[src/rtl/rpc_ctrl_pkg.sv]
// Shared types and default widths for the RPC DRAM controller front end.
// Burst requests arriving from upstream are described by burst_req_t.
package rpc_ctrl_pkg;

    localparam int DEF_ALIGN_POS  = 5;
    localparam int DEF_ADDR_WIDTH = 20;
    localparam int DEF_LEN_WIDTH  = 12;

    typedef struct packed {
        logic                      is_write;
        logic [DEF_ADDR_WIDTH-1:0] addr;
        logic [DEF_LEN_WIDTH-1:0]  len;
    } burst_req_t;

endpackage

[src/rtl/rpc_burst_splitter.sv]
// Splits an upstream DRAM burst into commands that never cross a
// 2^DRAM_ALIGN_POS word block, issuing one command per handshake.
module rpc_burst_splitter
    import rpc_ctrl_pkg::*;
#(
    parameter int DRAM_ALIGN_POS  = DEF_ALIGN_POS,
    parameter int DRAM_ADDR_WIDTH = DEF_ADDR_WIDTH,
    parameter int REQ_LEN_WIDTH   = DEF_LEN_WIDTH
) (
    input  logic                       clk_i,
    input  logic                       rst_i,
    input  logic                       req_valid_i,
    output logic                       req_ready_o,
    input  logic                       req_is_write_i,
    input  logic [DRAM_ADDR_WIDTH-1:0] req_addr_i,
    input  logic [REQ_LEN_WIDTH-1:0]   req_len_i,
    output logic                       cmd_valid_o,
    input  logic                       cmd_ready_i,
    output logic                       cmd_is_write_o,
    output logic [DRAM_ALIGN_POS-1:0]  cmd_len_o,
    output logic [DRAM_ADDR_WIDTH-1:0] cmd_addr_o,
    output logic                       cmd_last_o,
    output logic                       busy_o
);

    // Remaining-word counter holds len+1, so it needs one extra bit.
    localparam int RW = REQ_LEN_WIDTH + 1;
    // Chunk arithmetic width: wide enough for both the counter and a full block.
    localparam int CW = (RW > DRAM_ALIGN_POS + 1) ? RW : DRAM_ALIGN_POS + 1;
    localparam logic [CW-1:0] BLK = CW'(2 ** DRAM_ALIGN_POS);

    typedef enum logic {
        IDLE  = 1'b0,
        ISSUE = 1'b1
    } state_t;

    state_t                     state_q;
    state_t                     state_d;
    logic [DRAM_ADDR_WIDTH-1:0] addr_q;
    logic [RW-1:0]              rem_q;
    logic                       wr_q;

    logic [CW-1:0]              room;
    logic [CW-1:0]              rem_ext;
    logic [CW-1:0]              chunk;
    logic                       chunk_last;
    logic                       accept;
    logic                       handshake;

    // Chunk = min(remaining words, words left in the current aligned block).
    always_comb begin
        room       = BLK - CW'(addr_q[DRAM_ALIGN_POS-1:0]);
        rem_ext    = CW'(rem_q);
        chunk      = (rem_ext < room) ? rem_ext : room;
        chunk_last = (rem_ext == chunk);
    end

    assign accept    = (state_q == IDLE) && req_valid_i;
    assign handshake = (state_q == ISSUE) && cmd_ready_i;

    // State register.
    always_ff @(posedge clk_i) begin
        if (rst_i) begin
            state_q <= IDLE;
        end else begin
            state_q <= state_d;
        end
    end

    // Next-state logic and handshake/status outputs.
    always_comb begin
        state_d     = state_q;
        req_ready_o = 1'b0;
        busy_o      = 1'b0;
        unique case (state_q)
            IDLE: begin
                req_ready_o = 1'b1;
                if (req_valid_i) begin
                    state_d = ISSUE;
                end
            end
            ISSUE: begin
                busy_o = 1'b1;
                if (cmd_ready_i && chunk_last) begin
                    state_d = IDLE;
                end
            end
            default: state_d = IDLE;
        endcase
    end

    // Burst context: loaded on accept, advanced one chunk per handshake.
    always_ff @(posedge clk_i) begin
        if (rst_i) begin
            addr_q <= '0;
            rem_q  <= '0;
            wr_q   <= 1'b0;
        end else if (accept) begin
            addr_q <= req_addr_i;
            rem_q  <= RW'(req_len_i) + RW'(1);
            wr_q   <= req_is_write_i;
        end else if (handshake) begin
            addr_q <= addr_q + DRAM_ADDR_WIDTH'(chunk);
            rem_q  <= rem_q - RW'(chunk);
        end
    end

    // Command fields come only from state and registers, never cmd_ready_i.
    always_comb begin
        cmd_valid_o    = busy_o;
        cmd_addr_o     = addr_q;
        cmd_is_write_o = wr_q;
        cmd_len_o      = '0;
        cmd_last_o     = 1'b0;
        if (busy_o) begin
            cmd_len_o  = DRAM_ALIGN_POS'(chunk - CW'(1));
            cmd_last_o = chunk_last;
        end
    end

endmodule
[config.mk]
export PLATFORM = sky130hd
export DESIGN_NAME = rpc_burst_splitter
export DESIGN_NICKNAME = d
export VERILOG_FILES = /design/src/rtl/rpc_ctrl_pkg.sv /design/src/rtl/rpc_burst_splitter.sv
export SDC_FILE = /design/constraint.sdc
export NUM_CORES = 1
export LEC_CHECK = 0
export ABC_AREA = 1
export CAP_MARGIN = 20
export CORE_ASPECT_RATIO = 2
export CORE_MARGIN = 4
export CORE_UTILIZATION = 30
export CTS_CLUSTER_DIAMETER = 40
export DETAILED_ROUTE_END_ITERATION = 10
export HOLD_SLACK_MARGIN = 0.03
export PLACE_DENSITY = 0.58
export RECOVER_POWER = 50
export SLEW_MARGIN = 40
export SYNTH_ARGS = -nofsm -noshare
export SYNTH_HDL_FRONTEND = slang
export SYNTH_SLANG_ARGS = --single-unit
[constraint.sdc]
create_clock -name clk_i -period 3.3 [get_ports clk_i]
set_clock_uncertainty 0.1 [all_clocks]
set_input_delay 0.66 -clock clk_i [delete_from_list [all_inputs] [get_ports clk_i]]
set_output_delay 0.66 -clock clk_i [all_outputs]
set_load 0.005 [all_outputs]
==> results of run 1 <==
[kinds of logic (layout without fill, tap and decap cells)]
logic type / after synthesis / count (layout) / synth area share
DFF: 35 / 35 / 0.1982
xor gates and xnor gates: 14 / 14 / 0.03469
AOI/OAI and AO/OA: 92 / 92 / 0.1554
adders and majority gates: 29 / 29 / 0.1069
other: 1 / 7 / 0.001061
buffers and inverters: 103 / 254 / 0.1133
and+or+nand+nor: 320 / 320 / 0.3904
[through the flow]
step,util,hold slack [ps]
2_1_floorplan,-,354.0
3_3_place_gp,0.4244,366.2
3_5_place_dp,0.4244,372.2
4_1_cts,0.4813,381.0
5_1_grt,0.5174,420.4
6_report,0.5174,386.7
[final cells by class]
class                           count  share of cell area
Multi-Input combinational cell    462              0.5229
Inverter                           89             0.05864
Timing Repair Buffer              158              0.2439
Clock buffer                        6             0.02350
Clock inverter                      1           0.0008467
Tap cell                          142             0.03006
Sequential cell                    35              0.1202
[worst max-delay path: cells and delay by family, from the launching register on]
kind / cells / cell delay [ps]
xor+xnor: 1 / 170
fa+ha+maj: 2 / 510
buf+inv: 6 / 650
simple gates: 11 / 990
flops: 1 / 360
compound gates: 1 / 150
[layout by cell type (no fill, tap or decap), drive strengths merged, types with 3 or more instances in the layout]
cell           instances
nand3                 49
conb                   7
o2111ai                4
a211oi                 3
o21ai                 29
dlygate4sd3           13
nand4                 11
xor2                  10
a21oi                 37
o221a                  3
ha                    27
xnor2                  4
inv                   89
nand2                180
nor2                  66
dfxtp                 35
clkbuf                 6
a31oi                  6
o22ai                  3
clkdlybuf4s50         47
buf                   96
nor3                   9
o21bai                 3
[sequential cells by signal, indices dropped and copies added (netlist names)]
register        count
state_q             1
cmd_is_write_o      1
rem_ext            13
cmd_addr_o         20
[how the worst max path moves through the flow]
stage / startpoint / endpoint / slack (ps)
detailed placement: cmd_addr_o[1] / cmd_last_o / -640
floorplan: cmd_addr_o[1] / cmd_last_o / -3
CTS: cmd_addr_o[1] / cmd_last_o / -600
global placement: cmd_addr_o[1] / cmd_last_o / -580
global route: cmd_addr_o[1] / cmd_last_o / -780
finish: cmd_addr_o[1] / cmd_last_o / -580
[layer usage]
| layer | global-route usage | up-vias | part of all wire |
|---|---|---|---|
| met3 | 0.02297 | 35 | 0.043 |
| li1 | - | 2237 | - |
| met2 | 0.4065 | 123 | 0.59 |
| met4 | 0.09582 | 0 | 0.038 |
| met5 | 0 | - | 0 |
| met1 | 0.1764 | 2096 | 0.33 |
[Yosys cell counts, types with 4 or more instances]
cell type / count / area share
buf_2: 8 / 0.011
clkbuf_1: 5 / 0.0053
nand2_1: 175 / 0.19
a31oi_1: 6 / 0.011
xnor2_1: 4 / 0.0099
inv_1: 86 / 0.091
xor2_1: 10 / 0.025
ha_1: 27 / 0.096
nor3_1: 9 / 0.013
o21ai_0: 25 / 0.035
a21oi_1: 36 / 0.051
nand2_2: 4 / 0.0071
nand4_1: 10 / 0.018
dfxtp_1: 35 / 0.20
o2111ai_1: 4 / 0.0099
nand3_2: 4 / 0.011
nor2_1: 62 / 0.066
nand3_1: 45 / 0.064
[what timing repair did]
action,in CTS,in global routing
pin swaps,48,52
gates resized for setup,110,81
setup endpoints to repair,27,37
buffers inserted,24,17
endpoints found under the hold margin,0,0
[power groups by stage]
stage | Clock [mW] | Sequential [mW] | Combinational [mW]
global route | 0.520 | 0.545 | 2.64
floorplan | 0 | 0.534 | 0.988
finish | 0.490 | 0.538 | 2.45
CTS | 0.501 | 0.532 | 2.02
global placement | 0 | 0.533 | 1.67
detailed placement | 0 | 0.535 | 1.68
==> impl_metrics.ini, run 1 <==
[finish]
nets = 817
area_growth_pct = 67.22
fill_cells = 1136
final_cells = 893
final_area_um2 = 5911
multi_input_area_um2 = 3090
regArea_um2 = 710.7
drive_gt1_frac = 0.3196
n_antenna_cell = 0

[setup_path]
path_class = reg2out
endpoint_kind = output port
worstPathMaxFanout = 8
arrival_ps = 3120
crit_slowest_cell = dfxtp_4
worstRegToRegCells = 24
worstReg2RegStart = cmd_addr_o[1]
cp.required_ps = 2540
critPathLaunchType = flop
worstReg2RegEnd = cmd_addr_o[2]
path_cells = nor2_4 -> nand2_2 -> buf_6 -> xor2_4 -> ha_4 -> nand2_4 -> inv_2 -> nand2_1 -> nand3_2 -> nand2_4 -> nand2_8 -> buf_12 -> o21ai_4 -> inv_2 -> ha_4 -> nand2_2 -> nor3_2 -> nand3_1 -> buf_4 -> nor2_2 -> buf_2
crit_path_max_incr_delay_ps = 360
reg2reg_setup_slack_ps = -330

[drt]
drt_wl_total_mm = 14.01
vias_per_cell = 5.029
firstDrtPassIters = 5
avgRoutedWirePerCell_um = 15.69
remaining_drc_errors = 0
drtIter0Drc = 172
vias = 4491
ant_nets = 0

[clock_network]
clock_latency_ps = 290
clk_pin_slew_ps = 60
hold_buffers = 0
htree_levels = 2
cts.sinks = 35
root_buffer = clkbuf_16
cts-buffers-inserted = 5
cts_tree = done
clock_path_buffers = 2

[placed_design]
placed_area_um2 = 4848
hpwl_mm = 9.938
place.gp.congestion = 0.9698
placedCellCount = 852
dp_slack_ps = -636.0
io_buffers = 66

[sta]
fin_crit_sh = 1.177
fmax_mhz = 257.6
rsz0062_at_grt = true
final.setup.tns_ps = -6119
tightest_slew_ps = 763.9
slew_violations = 0
setup_viol = 31
setup_ws_ps = -582.6
hold_violations = 0
min_period_ps = 3883
maxSlewHeadroom = 0.4902

[floorplan]
die_height_um = 161.5
dieArea_um2 = 13690
core_region_area_um2 = 11420
start_util = 0.3094
io_pins = 67
chipWidth_um = 84.76
rows = 55

[min_path]
hp-class = reg2reg
min_from = cmd_addr_o[12]
whs_path_depth = 2
holdPathEnd = cmd_addr_o[12]

[global_routing]
grt_pass1_vias = 4512
grt_overflow = 0
grt_antenna_before_repair = 0
track_usage = 0.1957
grt_pass1_wl_mm = 21.27
grt_max_degree = 28

[run_status]
violations = setup timing
status = finished with violations

[power_and_ir_drop]
power_frac_seq = 0.155
total_power_mw = 3.477
p_comb_frac = 0.704
p_sw_frac = 0.4328
clkPwrFrac = 0.141
power_density_nw_per_um2 = 588.3
power.switching_mw = 1.505
ir_drop_v = 0.0003166
p_leak_nw = 2.838
intPower_mw = 1.972

[yosys]
synth_edf_count = 0
ys.flop_type = dfxtp_1
ys.warnings.count = 0
synth-seq-cells = 35
ys_async_sr_fraction = 0
ys_types = 39
yosysSeqAreaShare = 0.1982
syn_avg_cell_area_um2 = 5.951
synth_cells = 594
syn_area_um2 = 3535

[flow_run]
cap_viol_max_count = 0
(Power assumes the default switching activity.)
==> run 2, diff against run 1 <==
--- a/config.mk
+++ b/config.mk
@@ -15,6 +15,7 @@
 export HOLD_SLACK_MARGIN = 0.03
 export PLACE_DENSITY = 0.58
 export RECOVER_POWER = 50
+export REMOVE_ABC_BUFFERS = 1
 export SLEW_MARGIN = 40
 export SYNTH_ARGS = -nofsm -noshare
 export SYNTH_HDL_FRONTEND = slang
==> run 2 against run 1 <==
  * The flow still finishes with violations (setup timing)
  * Total power shrank 7.0%
  * Critical path depth grew 1
  * Combinational power shrank 9.4%
  * Worst hold slack lost 2.6 ps
  * Cell count shrank 1.1%
  * Highest routed layer unchanged
==> impl_metrics.ini, run 2 (synthesis results as in run 1) <==
[sta]
fin_hold_ws_ps = 384.2
setup_viol = 30
fmax_mhz = 257.1
rsz0062_at_grt = true
setup_ws_ps = -590.2
slew_violations = 0
maxSlewHeadroom = 0.4750
tightest_slew_ps = 786.7
fin_crit_sh = 1.179
hold_violations = 0
min_period_ps = 3890

[drt]
firstDrtPassIters = 4
avgRoutedWirePerCell_um = 15.56
vias_per_cell = 5.085
vias = 4490
drt_wl_total_mm = 13.74
drtIter0Drc = 161
remaining_drc_errors = 0
ant_nets = 0

[clock_network]
htree_levels = 2
cts-buffers-inserted = 5
clock_path_buffers = 2
hold_buffers = 0
clock_latency_ps = 290
cts.sinks = 35
clk_pin_slew_ps = 60
cts_tree = done
root_buffer = clkbuf_16

[setup_path]
worstReg2RegEnd = cmd_addr_o[18]
crit_start = cmd_addr_o[1]
reg2reg_setup_slack_ps = -450
cp.required_ps = 2540
worstRegToRegCells = 28
worstReg2RegStart = cmd_addr_o[1]
arrival_ps = 3130
critPathLaunchType = flop
path_class = reg2out
endpoint_kind = output port
crit_path_end = cmd_last_o
worstPathMaxFanout = 4

[global_routing]
grt_pass1_wl_mm = 20.62
grt_overflow = 0
grt_max_degree = 28
grt_antenna_before_repair = 0
grt_pass1_vias = 4480
track_usage = 0.1898

[finish]
fill_cells = 1177
nets = 806
largest_reg_flops = 20
final_cell_mix = nand2_1 (144), inv_1 (71), buf_4 (64)
n_antenna_cell = 0
area_growth_pct = 62.09
drive_gt1_frac = 0.3131
layout_commonest_cell = nand2_1

[run_status]
violations = setup timing
status = finished with violations

[floorplan]
dieArea_um2 = 13690
die_height_um = 161.5
core_region_area_um2 = 11420
chipWidth_um = 84.76
rows = 55
io_pins = 67
start_util = 0.3094

[placed_design]
place.gp.congestion = 0.8674
hpwl_mm = 9.839
io_buffers = 66

[power_and_ir_drop]
ir_drop_v = 0.0003209
p_leak_nw = 2.748
power_density_nw_per_um2 = 564.6
total_power_mw = 3.235

[min_path]
hp-class = reg2reg

[flow_run]
cap_viol_max_count = 0
-- run 2: layout make-up --
type	instances	area, um2	share of cell area
Clock buffer	6	128.9	0.02249
Inverter	89	334.1	0.05831
Tap cell	142	177.7	0.03101
Multi-Input combinational cell	462	3059	0.5340
Timing Repair Buffer	147	1313	0.2291
Clock inverter	2	12.51	0.002184
Sequential cell	35	704.4	0.1230
-- run 2: power breakdown --
group	switching (mW)	leakage (nW)	internal, mW
Combinational	1.17	2.39	1.04
Clock	0.213	0.0669	0.280
Sequential	0.0506	0.290	0.473
-- run 2: per-stage QoR --
step                      setup TNS, ps    util  cells  setup WS [ps]  cell area, um2
after CTS                         -4885  0.4685    878         -548.7            5351
after floorplan                  -507.7       -    586         -204.0            3491
final                             -7745  0.5015    883         -590.2            5729
after global placement           -10740  0.4177    853         -783.3            4772
after detailed placement         -11240  0.4177    853         -810.5            4772
after global routing             -13510  0.5015    883         -783.5            5729
-- run 2: how the worst min path moves through the flow --
stage / start / cells after the start / slack [ps] / to
after floorplan: rem_ext[9] / 2 / 350 / rem_ext[9]
after detailed placement: rem_ext[9] / 2 / 380 / rem_ext[9]
after CTS: rem_ext[9] / 2 / 390 / rem_ext[9]
after global placement: rem_ext[9] / 2 / 370 / rem_ext[9]
after global routing: cmd_addr_o[7] / 2 / 430 / cmd_addr_o[7]
final: cmd_addr_o[12] / 2 / 380 / cmd_addr_o[12]
-- run 2: per-layer routing --
layer  vias to the layer above  part of all wire  GRT usage
li1                       2214                 -          -
met1                      2103              0.34     0.1698
met2                       123              0.58     0.3933
met3                        50             0.031    0.02297
met4                         0             0.052    0.09654
met5                         -                 0          0
-- run 2: worst max-delay path, stage by stage, from the launching register on --
cell and delay [ps]:
dfxtp_2 350, inv_2 60, ha_4 170, xnor2_2 130, inv_1 70, ha_1 290
nand2_1 70, nand2_1 90, nand2_2 110, nand3_2 80, nand2_2 100, nand2_4 80
inv_2 80, nand2_1 80, o21a_4 140, ha_4 260, nand2_2 50, inv_2 50
nand2_1 50, nor3_1 170, nand3_1 130, nor2_2 130, buf_2 130
-- run 2: timing repair --
item                                    in CTS  in global routing
buffers inserted                            17                 10
resized for setup                          103                 91
pin swaps                                   32                 53
endpoints found under the setup margin      33                 36
==> run 3, diff against run 2 <==
--- a/config.mk
+++ b/config.mk
@@ -7,13 +7,13 @@
 export LEC_CHECK = 0
 export ABC_AREA = 1
 export CAP_MARGIN = 20
-export CORE_ASPECT_RATIO = 2
+export CORE_ASPECT_RATIO = 0.75
 export CORE_MARGIN = 4
-export CORE_UTILIZATION = 30
+export CORE_UTILIZATION = 39
 export CTS_CLUSTER_DIAMETER = 40
 export DETAILED_ROUTE_END_ITERATION = 10
 export HOLD_SLACK_MARGIN = 0.03
-export PLACE_DENSITY = 0.58
+export PLACE_DENSITY = 0.7
 export RECOVER_POWER = 50
 export REMOVE_ABC_BUFFERS = 1
 export SLEW_MARGIN = 40
==> run 3 against run 2 <==
  * The flow still finishes with violations (setup timing)
  * Critical path depth is the same
  * Flip-flop and latch count is the same
  * Via count grew 3.5%
==> impl_metrics.ini, run 3 (synthesis results as in run 1) <==
[global_routing]
grt_overflow = 0
use_met2 = 0.4022
grt_pass1_vias = 4520
track_usage = 0.2417
grt_util_met3 = 0.03694
grt_antenna_before_repair = 0
grt_pass1_wl_mm = 21.49
met1_usage = 0.3192
grt_max_degree = 28
top_usage_layer = met2

[finish]
largest_reg_flops = 20
n_antenna_cell = 0
final_area_um2 = 5826
nets = 808
area_growth_pct = 64.81
layout_commonest_cell = nand2_1
final_cell_mix = nand2_1 (142), inv_1 (74), nor2_1 (56)
final_cells = 851
drive_gt1_frac = 0.3069

[setup_path]
worstRegToRegCells = 29
cp.required_ps = 2540
crit_slowest_cell = dfxtp_2
path_class = reg2out
critPathLaunchType = flop
arrival_ps = 3310
path_cells = inv_2 -> ha_4 -> nand2_4 -> xnor2_2 -> ha_1 -> nand2_1 -> nor2_1 -> nand2_1 -> nand3_2 -> nand2_4 -> buf_6 -> nand3b_1 -> nand2_4 -> ha_4 -> nand2_2 -> inv_2 -> nand4_1 -> nor3_2 -> nand3_2 -> buf_6 -> nor2_4 -> buf_2
crit_path_max_incr_delay_ps = 340
endpoint_kind = output port
worstPathMaxFanout = 3
path_common_cell = nand2_4

[placed_design]
placed_area_um2 = 4735
place.gp.congestion = 0.8958
hpwl_mm = 8.810
placedCellCount = 818
io_buffers = 66

[sta]
setup_viol = 33
hold_violations = 0
fmax_mhz = 245.7
tightest_slew_ps = 840.3
fin_crit_sh = 1.233
slew_violations = 0
rsz0062_at_grt = true
setup_ws_ps = -770.0
maxSlewHeadroom = 0.4392
final.setup.tns_ps = -12930
fin_hold_ws_ps = 389.7
min_period_ps = 4070

[drt]
vias = 4648
drtIter0Drc = 371
avgRoutedWirePerCell_um = 16.73
ant_nets = 0
remaining_drc_errors = 0
vias_per_cell = 5.462
drt_wl_total_mm = 14.24
firstDrtPassIters = 5

[floorplan]
core_region_area_um2 = 8636
io_pins = 67
start_util = 0.4093
die_height_um = 90.45
dieArea_um2 = 10670
chipWidth_um = 117.9
rows = 29

[clock_network]
htree_levels = 2
clock_path_buffers = 2
cts-buffers-inserted = 5
root_buffer = clkbuf_16
clk_pin_slew_ps = 60
clock_latency_ps = 290
cts.sinks = 35
cts_tree = done

[min_path]
whs_path_depth = 2
hp-class = reg2reg

[run_status]
violations = setup timing
status = finished with violations

[power_and_ir_drop]
power_density_nw_per_um2 = 605.9
ir_drop_v = 0.0003268
total_power_mw = 3.530
p_leak_nw = 2.871

[flow_run]
cap_viol_max_count = 0
run 3: cell count changes in the layout (fill, tap and decap cells not counted), sizes merged:
cell           before  now
clkinv              1    0
clkdlybuf4s15       1    0
buf                86   89
bufinv              0    2
clkbuf              6    5
run 3: area by class of cell:
class,count,area (um2)
clock buffers,5,125.1
clock inverters,3,67.56
fillers,688,2810
inverters,89,341.6
multi-input cells,462,3078
flip-flops and latches,35,703.2
well taps,108,135.1
repair buffers,149,1375
run 3: per-stage QoR:
stage          setup slack, ps  utilization
5_1_grt                 -939.4       0.6746
2_1_floorplan           -204.0            -
6_report                -770.0       0.6746
4_1_cts                 -711.4       0.6345
3_3_place_gp            -757.5       0.5482
3_5_place_dp            -797.5       0.5482
run 3: critical path, delay by kind of cell (launching register included):
family | cells | cell delay, ps
flip-flops | 1 | 340
AND/OR/NAND/NOR | 13 | 1270
XOR/XNOR | 1 | 130
buffers and inverters | 5 | 530
adder cells (fa/ha/maj) | 3 | 760
run 3: routing by layer:
metal / vias to the layer above / routed length, um
li1: 2216 / -
met1: 2146 / 5977
met2: 245 / 6644
met3: 41 / 1197
met4: 0 / 419
met5: - / 0
run 3: final timing paths:
| kind | start | end | slack, ps |
|---|---|---|---|
| setup / recovery | cmd_addr_o[1] | cmd_last_o | -770 |
| hold / removal | cmd_addr_o[8] | cmd_addr_o[8] | 390 |
| setup reg to reg | cmd_addr_o[1] | state_q | -640 |
| hold reg to reg | cmd_addr_o[8] | cmd_addr_o[8] | 390 |
run 3: power breakdown:
part           switching (mW)  internal (mW)  leakage, nW
logic                    1.26           1.11         2.49
registers              0.0535          0.472        0.290
clock network           0.206          0.433       0.0900
run 3: timing repair:
item | CTS | global route
cloned | 0 | 0
buffers inserted | 21 | 9
gates resized for setup | 120 | 90
pin swaps | 32 | 50
hold buffers | 0 | 0
endpoints found under the setup margin | 31 | 37
==> edit 1 (config.mk and constraints of run 2) <==
`DEF_LEN_WIDTH`: 12 -> 6.
--- a/src/rtl/rpc_ctrl_pkg.sv
+++ b/src/rtl/rpc_ctrl_pkg.sv
@@ -4,7 +4,7 @@
 
     localparam int DEF_ALIGN_POS  = 5;
     localparam int DEF_ADDR_WIDTH = 20;
-    localparam int DEF_LEN_WIDTH  = 12;
+    localparam int DEF_LEN_WIDTH  = 6;
 
     typedef struct packed {
         logic                      is_write;
Ports: changed (resized req_len_i); port bits go from 67 to 61. The function was not compared with the original's and may differ.
==> edit 1 against run 2 <==
- the flow still finishes with violations (negative setup slack)
- synthesized area decreased by 20%
- sequential share of layout area decreased by 0.13 points
- worst setup slack improved by 0.26 ns
- wire length decreased by 21%
- power increased by 29%
- cell area decreased by 16%
- sequential cell count decreased by 6
- critical endpoint unchanged
==> edit 1: results (changes against run 2) <==
pwr:
  peakVddDrop_v: 0.000366  # was 0.000321 V
  leakage_nw: 2.15  # was 2.75 nW
  swShare_pct: 44.3  # was 44.5%
placement:
  dp.final_hpwl_microns: 8320  # was 9840 microns
  portBuffers: 60  # was 66
  placed_area_sq_um: 3890  # was 4770 sq um
  place_congestion: 0.907  # was 0.867
sta:
  setup_slack_ns: -0.326  # was -0.590 ns
  tightestPinTransition_ns: 1.38  # was 0.787 ns
  setup_viol: 26  # was 30
logic_synthesis:
  synth_cell_types: 41  # was 39
  synth_common_cells: "nand2_1, inv_1, nor2_1"  # unchanged
  synth.top_cell.area_share_pct: 20.4  # was 19.8%
  yosys-top-cells-area: "dfxtp_1, nand2_1, ha_1"  # unchanged
  ys_seq_area_share_pct: 20.4  # was 19.8%
  ys_async_sr_fraction_pct: 0  # unchanged
route:
  vias: 3463  # was 4490
  drt-initial-drc-count: 122  # was 161
  first_pass_iters: 4  # unchanged
  routedWlPerCell_microns: 15.8  # was 15.6 microns
status:
  violations: "negative setup slack"  # unchanged
  status: "finished with violations"  # unchanged
global_routing:
  grt_max_degree: 26  # was 28
  grt_pass1_wl_microns: 17000  # was 20600 microns
  grt_usage_pct: 19.3  # was 19.0%
  antenna_found_initial: 0  # unchanged
clock_network:
  htreeDepth: 2  # unchanged
  clkTransAtPathRegs_ns: 0.05
  clk_latency_ns: 0.28
finish:
  drive_gt1_share_pct: 38.5  # was 31.3%
  nets: 638  # was 806
critical_path:
  cpPeakStageDelay_ns: 0.32  # was 0.35 ns
  cp-startpoint: "cmd_addr_o[0]"  # was cmd_addr_o[1]
  arrival_ns: 2.87  # was 3.13 ns
  worst-path-max-fanout: 6  # was 4
hold_path:
  hold_start: "cmd_is_write_o"  # was cmd_addr_o[12]
[edit 1: path summary, 6_finish.rpt]
kind	endpoint	slack (ns)	cells past startpoint
setup reg to reg	cmd_addr_o[12]	-0.18	27
hold / removal	cmd_is_write_o	0.40	2
setup / recovery	cmd_last_o	-0.33	18
hold reg to reg	cmd_is_write_o	0.40	2
[edit 1: power groups by stage]
stage	clock network, W	registers (W)	logic (W)
2_1_floorplan	0	0.000463	0.00124
6_report	0.000484	0.000485	0.00320
3_5_place_dp	0	0.000474	0.00224
5_1_grt	0.000505	0.000493	0.00349
3_3_place_gp	0	0.000473	0.00223
4_1_cts	0.000490	0.000473	0.00272
[edit 1: final cells by class]
class / count / area [sq um]
Clock inverter: 1 / 5.00
Clock buffer: 7 / 153
Timing Repair Buffer: 125 / 1100
Sequential cell: 29 / 584
Inverter: 56 / 218
Fill cell: 907 / 4520
Tap cell: 104 / 130
Multi-Input combinational cell: 367 / 2610
[edit 1: through the flow]
stage               total power (W)  cells  worst slack (ns)  setup TNS, ns
finish                      0.00417    689            -0.326          -3.27
global route                0.00449    689            -0.479          -7.97
CTS                         0.00368    684            -0.363          -1.18
detailed placement          0.00271    667            -0.606          -6.07
global placement            0.00270    667            -0.521          -4.87
floorplan                   0.00170    452            0.0129              0
[edit 1: what timing repair did]
item | CTS | global route
resized for setup | 100 | 77
setup endpoints to repair | 27 | 28
hold buffers | 0 | 0
buffers inserted | 10 | 5
pin swaps | 41 | 47
[edit 1: worst max-delay path, delay by kind of cell, from the launching register on]
kind / cells / cell delay [ns]
and+or+nand+nor: 10 / 1.11
adders and majority gates: 2 / 0.54
buffers and inverters: 5 / 0.42
AOI/OAI and AO/OA: 1 / 0.20
DFF: 1 / 0.32
[edit 1: cell families after synthesis]
| kind of cell | share of synthesized area, % |
|---|---|
| and+or+nand+nor | 44.1 |
| adders and majority gates | 10.7 |
| other | 0.132 |
| DFF | 20.4 |
| xor gates and xnor gates | 2.47 |
| AOI/OAI and AO/OA | 12.6 |
| buffers and inverters | 9.52 |
[edit 1: layer usage]
| metal | share of wire [%] | track usage [%] | up-vias |
|---|---|---|---|
| met5 | 0 | 0 | - |
| met2 | 57 | 38.4 | 86 |
| met4 | 5.7 | 12.0 | 0 |
| li1 | - | - | 1748 |
| met1 | 34 | 17.8 | 1594 |
| met3 | 2.8 | 2.17 | 35 |
==> edit 2 (flow settings as in run 2) <==
Made on the original files. Make the reset (`rst_i`) asynchronous in 2 clocked blocks.
--- a/src/rtl/rpc_burst_splitter.sv
+++ b/src/rtl/rpc_burst_splitter.sv
@@ -59,7 +59,7 @@
     assign handshake = (state_q == ISSUE) && cmd_ready_i;
 
     // State register.
-    always_ff @(posedge clk_i) begin
+    always_ff @(posedge clk_i or posedge rst_i) begin
         if (rst_i) begin
             state_q <= IDLE;
         end else begin
@@ -90,7 +90,7 @@
     end
 
     // Burst context: loaded on accept, advanced one chunk per handshake.
-    always_ff @(posedge clk_i) begin
+    always_ff @(posedge clk_i or posedge rst_i) begin
         if (rst_i) begin
             addr_q <= '0;
             rem_q  <= '0;
Function: differs if rst_i is asserted again (counterexample within 4 cycles, from zero or initial values and one cycle with rst_i high); with rst_i held inactive, the same outputs for 4 cycles.
==> edit 2 against run 2 <==
- the run still ends with negative setup slack left
- synthesized area rose by 1.5%
- synthesized cell count shrank 8.9%
- cell area rose by 2.4%
- non-clock buffer count up 23
- critical path depth is 2 lower
- worst setup slack worse by 0.095 ns
- wire length shrank 1.2%
- sequential cell count unchanged
- global-route usage up 0.55 points
Power is not compared: it rests on default switching activity, and its combinational part moved more than twofold at a synthesized area within 25%.
==> edit 2: results (changes against run 2) <==
logic_synthesis:
  yosys-top-cells-area: "dfrtp_1, nand2_1, ha_1"  # was dfxtp_1, nand2_1, ha_1
  ys_async_sr_fraction_pct: 100  # was 0%
  synth_cell_types: 44  # was 39
  synth-main-ff-cell: "dfrtp_1"  # was dfxtp_1
  ys_seq_area_share_pct: 24.4  # was 19.8%
  synth_common_cells: "nand2_1, nor2_1, inv_1"  # was nand2_1, inv_1, nor2_1
pwr:
  peakVddDrop_v: 0.000522
sta:
  setup_slack_ns: -0.685  # was -0.590 ns
  fin_setup_tns_ns: -11.13  # was -7.74 ns
  tightestPinTransition_ns: 1.03  # was 0.787 ns
  setup_viol: 35  # was 30
status:
  violations: "negative setup slack"  # unchanged
  status: "finished with violations"  # unchanged
global_routing:
  grt_max_degree: 36  # was 28
  grt_pass1_wl_microns: 21600  # was 20600 microns
  grt_pass1_vias: 4570  # was 4480
  grt_usage_pct: 19.5  # was 19.0%
route:
  routedWlPerCell_microns: 15.8  # was 15.6 microns
  drt-initial-drc-count: 217  # was 161
placement:
  place_congestion: 0.935  # was 0.867
  dp.final_hpwl_microns: 9560  # was 9840 microns
critical_path:
  worstReg2RegEnd: "cmd_addr_o[12]"  # was cmd_addr_o[18]
  arrival_ns: 3.22  # was 3.13 ns
  cpPeakStageDelay_ns: 0.40  # was 0.35 ns
  worst_path_max_delay_cell: "dfrtp_1"  # was dfxtp_2
  worst-path-max-fanout: 6  # was 4
hold_path:
  worstHoldEndpoint: "cmd_is_write_o"  # was cmd_addr_o[12]
finish:
  drive_gt1_share_pct: 33.9  # was 31.3%
  nets: 778  # was 806
==> edit 2: cell count changes after synthesis, sizes merged, moves of 8 or more <==
cell and change:
dfrtp +35, dfxtp -35, inv -29, nand2 -29, o21ai +8
==> edit 2: how the worst max path moves through the flow <==
stage	startpoint	end	slack [ns]
after global placement	cmd_addr_o[1]	cmd_last_o	-0.74
after CTS	cmd_addr_o[1]	cmd_last_o	-0.64
after global routing	cmd_addr_o[0]	cmd_last_o	-0.80
final	cmd_addr_o[0]	cmd_last_o	-0.68
after floorplan	cmd_addr_o[1]	cmd_last_o	-0.22
after detailed placement	cmd_addr_o[0]	cmd_last_o	-0.79
==> edit 2: through the flow <==
stage                     cell area, sq um  std cells  hold WS [ns]  worst slack, ns  util, %
after floorplan                       3530        535         0.372           -0.220        -
after global placement                4960        824         0.373           -0.736     42.4
after detailed placement              4960        824         0.379           -0.793     42.4
after CTS                             5640        851         0.392           -0.643     48.2
after global routing                  5870        858         0.448           -0.802     50.1
final                                 5870        858         0.383           -0.685     50.1
==> edit 2: cell type report <==
type	count	area, sq um
tap	145	181
timing repair buffer	170	1480
inverter	61	231
clock buffer	8	156
fill	1122	5830
multi-input combinational	439	2940
sequential	35	876
==> edit 2: metal layers <==
layer  track usage, %  up-vias  part of all wire, %
met5                0        -                    0
li1                 -     2123                    -
met2             36.5      136                   54
met3             2.13       33                  3.2
met4             11.0        0                  3.9
met1             20.6     1992                   39
==> edit 2: cell families after synthesis <==
group | synth area share, %
and+or+nand+nor | 37.1
other | 0.105
buffers and inverters | 8.65
AOI/OAI and AO/OA | 15.6
xor gates and xnor gates | 3.66
DFF | 24.4
adders and majority gates | 10.5
==> edit 2: power groups by stage <==
stage | Combinational [W] | Sequential [W] | Clock (W)
2_1_floorplan | 0.00216 | 0.000793 | 0
3_3_place_gp | 0.00398 | 0.000786 | 0
3_5_place_dp | 0.00402 | 0.000790 | 0
4_1_cts | 0.00498 | 0.000793 | 0.000525
5_1_grt | 0.00616 | 0.000817 | 0.000541
6_report | 0.00566 | 0.000797 | 0.000515
==> edit 2: worst register-to-register path, delay by kind of cell (launching register included) <==
kind | cells | cell delay, ns
buf+inv | 8 | 0.80
flops | 1 | 0.40
compound gates | 3 | 0.32
fa+ha+maj | 3 | 0.84
xor+xnor | 1 | 0.15
simple gates | 13 | 1.01
==> edit 2: repair_timing <==
item,in CTS,in global routing
endpoints found under the setup margin,34,38
resized for setup,126,43
pin swaps,53,46
setup buffers,20,13
